## src/rtl/sp_ram_bwe.sv

```systemverilog
// Single-port synchronous RAM with byte write enables, configurable read pipeline,
// out-of-range protection and an optional post-reset clear sequencer.
module sp_ram_bwe #(
    parameter int                     AW             = 3,
    parameter int                     DEPTH          = 2**AW,
    parameter int                     NB             = 1,
    parameter int                     BW             = 8,
    parameter int                     READ_LATENCY_A = 1,
    parameter string                  WRITE_MODE_A   = "read_first",
    parameter logic [NB*BW-1:0]       RST_VAL        = {(NB*BW){1'b0}},
    parameter bit                     CLEAR_ON_RESET = 1'b0
) (
    input  logic                      clka,
    input  logic                      rsta,
    input  logic                      ena,
    input  logic [NB-1:0]             wea,
    input  logic [AW-1:0]             addra,
    input  logic [NB*BW-1:0]          dina,
    input  logic                      regcea,
    output logic [NB*BW-1:0]          douta,
    output logic                      douta_vld,
    output logic                      init_busy
);

    localparam int             DW        = NB * BW;
    localparam int             L         = READ_LATENCY_A;
    localparam bit             WF        = (WRITE_MODE_A == "write_first");
    localparam bit             NO_CHANGE = (WRITE_MODE_A == "no_change");
    localparam logic [AW:0]    DEPTH_W   = (AW+1)'(DEPTH);
    localparam logic [AW-1:0]  LAST_ADDR = AW'(DEPTH - 1);

    typedef enum logic {
        ST_IDLE  = 1'b0,
        ST_CLEAR = 1'b1
    } clr_state_t;

    clr_state_t            state_r;
    logic [AW-1:0]         clr_addr_r;
    logic                  init_busy_r;

    logic [DW-1:0]         mem [DEPTH];

    logic                  acc_s;
    logic                  in_range_s;
    logic                  wr_s;
    logic                  rd_s;
    logic [DW-1:0]         old_s;
    logic [DW-1:0]         merged_s;
    logic [DW-1:0]         rd_data_s;

    logic [L-1:0]          pipe_vld_r;
    logic [L-1:0][DW-1:0]  pipe_data_r;
    logic [L-1:0]          stg_vld_s;
    logic [L-1:0][DW-1:0]  stg_data_s;

    // Port access decode and read-word selection (out-of-range reads yield zero)
    always_comb begin
        acc_s      = ena && !init_busy_r;
        in_range_s = ({1'b0, addra} < DEPTH_W);
        wr_s       = acc_s && (|wea) && in_range_s;
        rd_s       = acc_s && !(NO_CHANGE && (|wea));
        if (in_range_s) begin
            old_s = mem[addra];
        end else begin
            old_s = {DW{1'b0}};
        end
        merged_s = old_s;
        for (int i = 0; i < NB; i++) begin
            if (wea[i]) begin
                merged_s[i*BW +: BW] = dina[i*BW +: BW];
            end else begin
                merged_s[i*BW +: BW] = old_s[i*BW +: BW];
            end
        end
        if (WF && in_range_s) begin
            rd_data_s = merged_s;
        end else begin
            rd_data_s = old_s;
        end
    end

    // Memory array: the clear sequencer owns the write port while busy
    always_ff @(posedge clka) begin
        if ((state_r == ST_CLEAR) && !rsta) begin
            mem[clr_addr_r] <= {DW{1'b0}};
        end else if (wr_s) begin
            for (int i = 0; i < NB; i++) begin
                if (wea[i]) begin
                    mem[addra][i*BW +: BW] <= dina[i*BW +: BW];
                end
            end
        end
    end

    // Clear sequencer; a reset while clearing restarts from address zero
    always_ff @(posedge clka) begin
        if (rsta) begin
            state_r     <= CLEAR_ON_RESET ? ST_CLEAR : ST_IDLE;
            clr_addr_r  <= {AW{1'b0}};
            init_busy_r <= CLEAR_ON_RESET;
        end else begin
            case (state_r)
                ST_IDLE: begin
                    init_busy_r <= 1'b0;
                end
                ST_CLEAR: begin
                    if (clr_addr_r == LAST_ADDR) begin
                        state_r     <= ST_IDLE;
                        clr_addr_r  <= {AW{1'b0}};
                        init_busy_r <= 1'b0;
                    end else begin
                        clr_addr_r  <= clr_addr_r + {{(AW-1){1'b0}}, 1'b1};
                    end
                end
                default: begin
                    state_r     <= ST_IDLE;
                    clr_addr_r  <= {AW{1'b0}};
                    init_busy_r <= 1'b0;
                end
            endcase
        end
    end

    // Input of every pipeline stage: stage 0 takes the RAM read, others the previous stage
    always_comb begin
        stg_vld_s  = {L{1'b0}};
        stg_data_s = {L{{DW{1'b0}}}};
        stg_vld_s[0]  = rd_s;
        stg_data_s[0] = rd_data_s;
        for (int i = 1; i < L; i++) begin
            stg_vld_s[i]  = pipe_vld_r[i-1];
            stg_data_s[i] = pipe_data_r[i-1];
        end
    end

    // Read pipeline: bubbles clear valid but keep data; the last stage is gated by regcea
    always_ff @(posedge clka) begin
        if (rsta) begin
            pipe_vld_r  <= {L{1'b0}};
            pipe_data_r <= {L{RST_VAL}};
        end else begin
            for (int i = 0; i < L; i++) begin
                if ((i < L - 1) || (L == 1) || regcea) begin
                    pipe_vld_r[i] <= stg_vld_s[i];
                    if (stg_vld_s[i]) begin
                        pipe_data_r[i] <= stg_data_s[i];
                    end
                end
            end
        end
    end

    assign douta     = pipe_data_r[L-1];
    assign douta_vld = pipe_vld_r[L-1];
    assign init_busy = init_busy_r;

endmodule

```

## config.mk

```make
export PLATFORM = sky130hd
export DESIGN_NAME = sp_ram_bwe
export DESIGN_NICKNAME = d
export VERILOG_FILES = /design/src/rtl/sp_ram_bwe.sv
export SDC_FILE = /design/constraint.sdc
export NUM_CORES = 1
export LEC_CHECK = 0
export ABC_AREA = 1
export BUFFER_PORTS_ARGS = -buffer_cell sky130_fd_sc_hd__buf_2
export CAP_MARGIN = 20
export CORE_ASPECT_RATIO = 1.1
export CORE_MARGIN = 2
export CORE_UTILIZATION = 35
export DETAILED_ROUTE_END_ITERATION = 7
export HOLD_SLACK_MARGIN = 0.15
export PLACE_DENSITY = 0.6
export REMOVE_ABC_BUFFERS = 1
export SETUP_SLACK_MARGIN = 0.5
export SLEW_MARGIN = 5
export SYNTH_ARGS = -nofsm -noshare
export SYNTH_HDL_FRONTEND = slang
export SYNTH_SLANG_ARGS = --single-unit
export TNS_END_PERCENT = 10
```

## constraint.sdc

```tcl
create_clock -name clka -period 2.03 [get_ports clka]
set_input_delay 0.1015 -clock clka [delete_from_list [all_inputs] [get_ports clka]]
set_output_delay 0.1015 -clock clka [all_outputs]
set_load 0.02 [all_outputs]
```

==> metrics.cfg, run 1 <==
[setup_path]
required_ps=2090
cp.arrival_ps=1560
reg2reg_depth=8
endpoint_kind=flip-flop
crit_type=reg2reg
start_kind=flip-flop
cp_max_fo=5

[yosys]
ys_warn_count=0
ys_types=22
synth_top_area_share_pct=56.2
ys_ff_latch=77
synthesis.area_sq_mm=0.00342
yosysTopAreaCell=edfxtp_1
synthCells=356
syn_avg_cell_area_sq_um=9.61
synth_area_leaders=edfxtp_1 (56%), nand2_1 (8.9%), inv_1 (8.8%)
ys_seq_area_share_pct=63.8

[layout]
syn2layout_area_growth_pct=17.3
nFillCells=941
final_nets=419
diodes=0
final_cells=523
layout-drive-gt1-share_pct=18.7

[timing]
drv_slew=0
period_minus_slack_ps=1510
tns_ps=0
slew_headroom_pct=63.8
fmax_mhz=664
clock_skew_ps=8.60
tightest_slew_ps=543
rsz0062_at_grt=true
finalCritPeriodShare_pct=74.1
setup-violations-final=0
final_hold_viol_count=0

[detailed_routing]
viasPerCell=4.50
via_count=2356
drc=0
drt-total-wl_um=7120
antenna_left=0
wire_per_inst_um=13.6
first_iter_violations=108
dr.pass1.iters=4

[cts]
clockBufferDepth=2
cts_sinks=77
cts_htree_levels=3
clock_latency_ps=340
clkTransAtPathRegs_ps=70
cts_buffers=9
clockRootBuffer=clkbuf_8
cts_tree=built

[floorplan]
die_area_sq_mm=0.0106
core_area_sq_mm=0.00944
pin_count=26
die_w_um=98.3
die_height_um=108
rows=37
initial_utilization_pct=36.2

[placement]
routabilityCongestion=0.812
placedCellCount=496
hpwl_um=4540
port_buffers=23

[global_routing]
grt_pass1_wl_um=11200
grt-ovfl-total=0
grt_max_degree=33
grt_pass1_vias=2289
grtUsageTotal_pct=14.1
antenna_found_initial=0

[status]
status=completed

[flow_run]
drv_cap=0

[pwr]
cellLeakagePower_nw=1.87
p_per_area_mw_per_mm2=737
ir_drop_mv=0.246

[hold_path]
hold_depth=3
min_path_type=in2reg

## cell usage after synthesis
cell      number
dfxtp_1       13
buf_4          4
clkbuf_1       2
o211ai_2       1
conb_1         1
o21ai_2        1
o21ai_1        2
nor3_1         1
nand2_2        1
nand2_4        1
buf_2          7
buf_6          3
nand3_4        1
a21oi_1       11
inv_2          3
nand3_1       48
nand2_1       81
inv_1         80
nor2_1        19
edfxtp_1      64
ha_1           2
o21ai_0       10
## report_power, final
group          leakage (nW)  switching (mW)  total [mW]  internal (mW)
clock                0.0788           0.516       0.955          0.438
sequential            0.680         0.00954        1.74           1.73
combinational          1.11           0.172       0.258         0.0858
## metrics by stage
stage                     cell area (sq um)  util (%)  setup slack (ps)  hold slack, ps  power, mW
after CTS                              3960      41.9               497             192       2.97
after global placement                 3700      39.1               316             296       2.01
after global routing                   4010      42.5               436             210       3.08
after floorplan                        3310         -               444             173       1.91
final                                  4010      42.5               525             190       2.96
after detailed placement               3700      39.1               270             303       2.02
## state kept, by name, summed over array words and instances, names as in the netlist
| register | cells |
|---|---|
| mem | 64 |
| clr_addr_r | 3 |
| state_r | 1 |
| douta | 8 |
| douta_vld | 1 |
## placed cells by master, fill, tap and decap left out
cell type / instances
inv_1: 80
nand2_1: 79
edfxtp_1: 64
nand3_1: 48
buf_2: 23
buf_4: 17
dfxtp_1: 13
nor2_1: 11
a21oi_1: 11
o21ai_0: 10
clkbuf_8: 9
nor2_2: 6
dlygate4sd3_1: 5
clkbuf_1: 4
buf_6: 4
inv_2: 3
nand2_2: 3
o21ai_2: 3
nor2_4: 2
ha_1: 2
clkinv_2: 2
nand2_4: 1
nand3_4: 1
o211ai_4: 1
nor3_1: 1
conb_1: 1
clkinv_1: 1
nand3_2: 1
## metal layers
metal  vias to the layer above  track usage, %  routed length, um
li1                       1208               -                  -
met1                      1089            16.7               3120
met2                        49            24.1               3550
met3                        10            3.64                338
met4                         0            6.85                111
met5                         -               0                  0
## path summary, 6_finish.rpt
check | slack [ps] | endpoint | startpoint
setup / recovery | 520 | mem[3][2] | state_r
hold / removal | 190 | mem[0][0] | dina[0]
setup reg to reg | 520 | mem[3][2] | state_r
hold reg to reg | 480 | clr_addr_r[1] | clr_addr_r[1]
## cell families after synthesis
| kind of cell | after synthesis | share of synthesized area, % |
|---|---|---|
| and+or+nand+nor | 152 | 19.2 |
| buffers and inverters | 99 | 12.2 |
| DFF | 77 | 63.8 |
| AOI/OAI and AO/OA | 25 | 3.99 |
| adders and majority gates | 2 | 0.731 |
| other | 1 | 0.110 |
## critical path: stages (launching register included)
cell	delay, ps
dfxtp_1	330
nand2_4	100
nand3_4	100
nand2_1	90
o21ai_2	70
inv_1	90
nand2_1	120
nor2_2	170
buf_6	150
## layout make-up
| type | count | area (sq um) | share of cell area [%] |
|---|---|---|---|
| flip-flops and latches | 77 | 2180 | 54.4 |
| multi-input cells | 181 | 882 | 22.0 |
| repair buffers | 49 | 338 | 8.42 |
| inverters | 83 | 312 | 7.76 |
| well taps | 117 | 146 | 3.65 |
| clock buffers | 13 | 139 | 3.46 |
| clock inverters | 3 | 13.8 | 0.343 |
## what timing repair did
action,CTS,global route
setup endpoints to repair,64,80
setup buffers,5,0
endpoints found under the hold margin,13,0
gates resized for setup,7,12
gates cloned,0,1
pin swaps,2,0
hold buffers,5,0
Note: power is estimated with default switching activity, not from simulation.
==> run 2, diff against run 1 <==
--- a/config.mk
+++ b/config.mk
@@ -5,7 +5,7 @@
 export SDC_FILE = /design/constraint.sdc
 export NUM_CORES = 1
 export LEC_CHECK = 0
-export ABC_AREA = 1
+export ABC_AREA = 0
 export BUFFER_PORTS_ARGS = -buffer_cell sky130_fd_sc_hd__buf_2
 export CAP_MARGIN = 20
 export CORE_ASPECT_RATIO = 1.1
==> constraint.sdc (replaced) <==
create_clock -name clka -period 1.5 [get_ports clka]
set_input_delay 0.075 -clock clka [delete_from_list [all_inputs] [get_ports clka]]
set_output_delay 0.075 -clock clka [all_outputs]
set_load 0.02 [all_outputs]
==> run 2 against run 1 <==
  * The run now ends with negative setup slack left
  * Critical path type unchanged
  * Fmax shrank 12%
  * Critical endpoint is now mem[4][4]
  * Die area shrank 7.0%
  * Largest power group unchanged
  * Clock skew grew 1.7 ps
  * Final cell count shrank 27%
  * Sequential cell count is the same
  * Sequential power grew 35%
  * Combinational power grew 59%
  * Worst hold slack lost 31 ps
  * Highest routed layer unchanged
  * Synthesized cell count shrank 44%
==> metrics.cfg, run 2 <==
[layout]
diodes=0  ; unchanged
final_cell_mix=edfxtp_1 (64), buf_4 (24), buf_2 (22), mux2i_1 (19)
final_nets=283  ; -32%
final_cells=384  ; -27%
final_common_cell=edfxtp_1
final_util_pct=47.3  ; +4.8 points
largest_reg_flops=64  ; unchanged
top_register=mem
layout-drive-gt1-share_pct=48.5  ; +30 points
syn2layout_area_growth_pct=31.7

[cts]
clockBufferDepth=2  ; unchanged
clock_latency_ps=350  ; about the same
cts_tree=built
cts_sinks=77  ; unchanged
clockRootBuffer=clkbuf_8
cts_buffers=9  ; unchanged
clkTransAtPathRegs_ps=80  ; about the same
cts_htree_levels=3  ; unchanged

[detailed_routing]
antenna_left=0  ; unchanged
wire_per_inst_um=18.3  ; +35%
drc=0  ; unchanged
dr.pass1.iters=4  ; unchanged
first_iter_violations=151  ; +40%
via_count=1859  ; -21%
viasPerCell=4.84  ; +7.5%
drt-total-wl_um=7030  ; -1.2%

[pwr]
p_per_area_mw_per_mm2=1020  ; +38%
swShare_pct=22.6  ; -1.0 points
ir_drop_mv=0.435  ; +77%
cellLeakagePower_nw=1.55  ; -17%
p_int_mw=3.29  ; +46%
p_switching_uw=960  ; +38%
p_seq_share_pct=55.4  ; -3.6 points
combPwrFrac_pct=9.6  ; +0.9 points
power_frac_clock_pct=35.0  ; +2.7 points
p_total_mw=4.25  ; +44%

[timing]
clock_skew_ps=10.3  ; +1.70 ps
finalCritPeriodShare_pct=114  ; +40 points
period_minus_slack_ps=1710  ; +208 ps
slew_headroom_pct=63.7  ; -0.070 points
final_hold_viol_count=0  ; unchanged
rsz0062_at_grt=true
tns_ps=-9770  ; -9770 ps
finalWorstSetupSlack_ps=-213  ; -738 ps
setup-violations-final=64  ; +64
drv_slew=0  ; unchanged
fmax_mhz=584  ; -12%
tightest_slew_ps=543  ; -0.742 ps

[yosys]
synthCells=200  ; -44%
netlist_top_cells_count=edfxtp_1 (64), nor2_1 (24), mux2i_1 (21)
synth_area_leaders=edfxtp_1 (61%), dfxtp_1 (8.2%), mux2i_1 (6.6%)
synthesis.area_sq_mm=0.00317  ; -7.3%
synth_top_area_share_pct=60.6  ; +4.4 points
ys_warn_count=0  ; unchanged
synth_edf_count=64  ; unchanged
ys_types=26  ; +18%
ys_seq_area_share_pct=68.8  ; +5.0 points
synthFlopType=edfxtp_1
yosysTopAreaCell=edfxtp_1
syn_avg_cell_area_sq_um=15.9  ; +65%
ys_ff_latch=77  ; unchanged
yosysMostFrequentCell=edfxtp_1
synthArstFlopShare_pct=0  ; unchanged

[placement]
hpwl_um=4870  ; +7.1%
place_ws_ps=-478  ; -748 ps
placedCellCount=352  ; -29%
routabilityCongestion=0.825  ; +1.5%
port_buffers=23  ; unchanged

[setup_path]
endpoint_kind=flip-flop
rrSetupSlack_ps=-210  ; -740 ps
required_ps=1560  ; -530 ps
crit_type=reg2reg
cp.arrival_ps=1770  ; +210 ps
start_kind=flip-flop
cp_max_fo=8  ; +3

[status]
status=finished, violations left
violations=negative setup slack

[global_routing]
grt_pass1_wl_um=10500  ; -6.4%
grt-ovfl-total=0  ; unchanged
antenna_found_initial=0  ; unchanged
grt_pass1_vias=1987  ; -13%
grt_max_degree=18  ; -45%
grtUsageTotal_pct=14.8  ; +0.68 points

[flow_run]
drv_cap=0  ; unchanged

[floorplan]
pin_count=26  ; unchanged
rows=36  ; -2.7%
core_area_sq_mm=0.00883  ; -6.5%
initial_utilization_pct=35.9  ; -0.29 points
die_area_sq_mm=0.00984  ; -7.0%
die_w_um=94.8  ; -3.6%
die_height_um=104  ; -3.6%

[hold_path]
min_path_type=in2reg

## run 2: logic make-up after synthesis
group / after synthesis / synth area share [%]
buf+inv: 14 / 3.55
mux: 39 / 13.0
compound gates: 26 / 7.69
fa+ha+maj: 2 / 0.789
flops: 77 / 68.8
simple gates: 41 / 6.04
other cells: 1 / 0.118
## run 2: layout make-up
class | count | area [sq um]
flip-flops and latches | 77 | 2190
repair buffers | 66 | 505
inverters | 2 | 7.51
clock buffers | 11 | 131
multi-input cells | 109 | 1150
fillers | 784 | 4650
clock inverters | 5 | 51.3
well taps | 114 | 143
## run 2: timing repair
action / in CTS / in global routing
endpoints found under the hold margin: 53 / 3
hold buffers: 6 / 2
endpoints found under the setup margin: 141 / 139
setup buffers: 6 / 2
pin swaps: 29 / 31
resized for setup: 74 / 16
## run 2: path summary, 6_finish.rpt
path / from / to / depth (start not counted)
hold reg to reg: douta[2] / douta[2] / 2
setup / recovery: state_r / mem[4][4] / 7
hold / removal: dina[0] / mem[1][0] / 2
setup reg to reg: state_r / mem[4][4] / 7
## run 2: critical path, stage by stage, from the launching register on
cell,delay (ps)
dfxtp_2,360
nand2b_4,60
and3_4,200
buf_6,130
buf_6,110
mux2_4,300
nor2_1,90
buf_4,180
## run 2: power groups by stage
stage | clock network (mW) | logic, mW | registers (mW)
after global placement | 0 | 0.309 | 2.40
after CTS | 1.50 | 0.392 | 2.35
after detailed placement | 0 | 0.313 | 2.40
final | 1.49 | 0.410 | 2.35
after floorplan | 0 | 0.135 | 2.42
after global routing | 1.59 | 0.438 | 2.36
## run 2: per-layer routing
layer  up-vias  global-route usage [%]  routed length, um
met2        36                    26.3               3770
met3        10                    3.27                196
met1       923                    17.0               2950
met5         -                       0                  0
li1        890                       -                  -
met4         0                    5.90                114
## run 2: metrics by stage
| step | area, sq um | hold slack [ps] |
|---|---|---|
| floorplan | 3070 | 140 |
| detailed placement | 3530 | 493 |
| global route | 4180 | 173 |
| CTS | 4070 | 124 |
| finish | 4180 | 159 |
| global placement | 3530 | 490 |
==> run 3, diff against run 2 <==
--- a/config.mk
+++ b/config.mk
@@ -7,7 +7,7 @@
 export LEC_CHECK = 0
 export ABC_AREA = 0
 export BUFFER_PORTS_ARGS = -buffer_cell sky130_fd_sc_hd__buf_2
-export CAP_MARGIN = 20
+export CAP_MARGIN = 40
 export CORE_ASPECT_RATIO = 1.1
 export CORE_MARGIN = 2
 export CORE_UTILIZATION = 35
@@ -16,6 +16,7 @@
 export PLACE_DENSITY = 0.6
 export REMOVE_ABC_BUFFERS = 1
 export SETUP_SLACK_MARGIN = 0.5
+export SKIP_CTS_REPAIR_TIMING = 1
 export SLEW_MARGIN = 5
 export SYNTH_ARGS = -nofsm -noshare
 export SYNTH_HDL_FRONTEND = slang
==> run 3 against run 2 <==
  * The flow still finishes with violations (negative setup slack)
  * First-iteration DRC count decreased by 6.6%
  * Sequential cell count unchanged
  * Final area decreased by 2.8%
  * Highest routed layer unchanged
==> metrics.cfg, run 3 (synthesized netlist as in run 2, its figures left out) <==
[detailed_routing]
drc=0  ; unchanged
via_count=1853  ; -0.32%
dr.pass1.iters=4  ; unchanged
first_iter_violations=141  ; -6.6%
antenna_left=0  ; unchanged
drt-total-wl_um=6850  ; -2.5%
viasPerCell=4.93  ; +1.8%
wire_per_inst_um=18.2  ; -0.47%

[setup_path]
required_ps=1560  ; about the same
start_kind=flip-flop
cp_max_fo=8  ; unchanged
cp.arrival_ps=1790  ; +20 ps
crit_type=reg2reg
rrSetupSlack_ps=-240  ; -20 ps
endpoint_kind=flip-flop

[timing]
finalWorstSetupSlack_ps=-238  ; -24.3 ps
rsz0062_at_grt=true
setup-violations-final=64  ; unchanged
finalCritPeriodShare_pct=116  ; +1.6 points
period_minus_slack_ps=1740  ; +24.3 ps
tns_ps=-9660  ; +110 ps
clock_skew_ps=8.59  ; -1.70 ps
drv_slew=0  ; unchanged
fmax_mhz=576  ; -1.4%
final_hold_viol_count=0  ; unchanged
hold_ws_ps=154  ; -5.39 ps

[layout]
largest_reg_flops=64  ; unchanged
final_area_sq_mm=0.00406  ; -2.8%
nFillCells=797  ; +1.7%
diodes=0  ; unchanged
final_common_cell=edfxtp_1
syn2layout_area_growth_pct=28.0
final_nets=275  ; -2.8%
layout-drive-gt1-share_pct=48.1  ; -0.43 points
top_register=mem
final_cell_mix=edfxtp_1 (64), buf_4 (26), buf_2 (22), mux2i_1 (19), nor2_1 (17)

[placement]
place_ws_ps=-478  ; unchanged
port_buffers=23  ; unchanged
dpl_cell_area_sq_mm=0.00353  ; unchanged
routabilityCongestion=0.825  ; unchanged
hpwl_um=4870  ; unchanged

[global_routing]
grt_pass1_wl_um=10200  ; -3.0%
grt-ovfl-total=0  ; unchanged
grtUsageTotal_pct=14.4  ; -0.43 points
grt_pass1_vias=1934  ; -2.7%
antenna_found_initial=0  ; unchanged
grt_max_degree=18  ; unchanged

[status]
status=finished, violations left
violations=negative setup slack

[cts]
cts_sinks=77  ; unchanged
cts_tree=built
clock_latency_ps=350  ; about the same
clockBufferDepth=2  ; unchanged
cts_buffers=9  ; unchanged
clkTransAtPathRegs_ps=80  ; about the same
clockRootBuffer=clkbuf_8
cts_htree_levels=3  ; unchanged

[floorplan]
pin_count=26  ; unchanged
die_height_um=104  ; unchanged
die_area_sq_mm=0.00984  ; unchanged
rows=36  ; unchanged
core_area_sq_mm=0.00883  ; unchanged
die_w_um=94.8  ; unchanged
initial_utilization_pct=35.9  ; unchanged

[hold_path]
min_path_type=in2reg

[pwr]
ir_drop_mv=0.431  ; -0.86%
cellLeakagePower_nw=1.50  ; -3.4%
p_per_area_mw_per_mm2=1040  ; +2.3%

[flow_run]
drv_cap=0  ; unchanged

[run 3: cell count changes in the layout (fill, tap and decap cells not counted), moves of 2 or more]
cell	previous run	this run
buf_4	24	26
buf_6	12	6
dlygate4sd3_1	8	3
and2_4	5	2
and2_2	3	6
[run 3: where the power goes]
group	leakage, nW	internal, mW	switching [mW]
clock	0.0907	0.759	0.726
combinational	0.710	0.177	0.211
sequential	0.701	2.34	0.0136
[run 3: routing by layer]
metal  wire [um]  global-route usage, %  vias to the layer above
met5           0                      0                        -
met4         129                   5.90                        0
met3         306                   3.42                       10
met2        3650                   24.9                       51
met1        2770                   16.9                      912
li1            -                      -                      880
[run 3: path summary, 6_finish.rpt]
check | to | cells after the start | from
min | state_r | 4 | rsta
max | mem[4][4] | 7 | state_r
max reg2reg | mem[4][4] | 7 | state_r
min reg2reg | douta[2] | 2 | douta[2]
[run 3: final cells by class]
cell class / count / area (sq um) / area share (%)
Sequential cell: 77 / 2190 / 53.8
Multi-Input combinational cell: 109 / 1120 / 27.6
Timing Repair Buffer: 58 / 423 / 10.4
Tap cell: 114 / 143 / 3.51
Clock buffer: 11 / 131 / 3.23
Clock inverter: 5 / 51.3 / 1.26
Inverter: 2 / 7.51 / 0.185
[run 3: critical path: stages (launching register included)]
cell and delay (ps):
dfxtp_2 320, nand2b_1 90, and3_4 230, buf_6 120, buf_6 100, mux2_4 300, nor2_1 100, buf_4 180
[run 3: metrics by stage]
stage,instances,utilization (%),power (mW)
floorplan,188,-,2.56
global route,376,46.0,4.36
finish,376,46.0,4.23
CTS,368,42.0,4.17
detailed placement,352,40.0,2.72
global placement,352,40.0,2.71
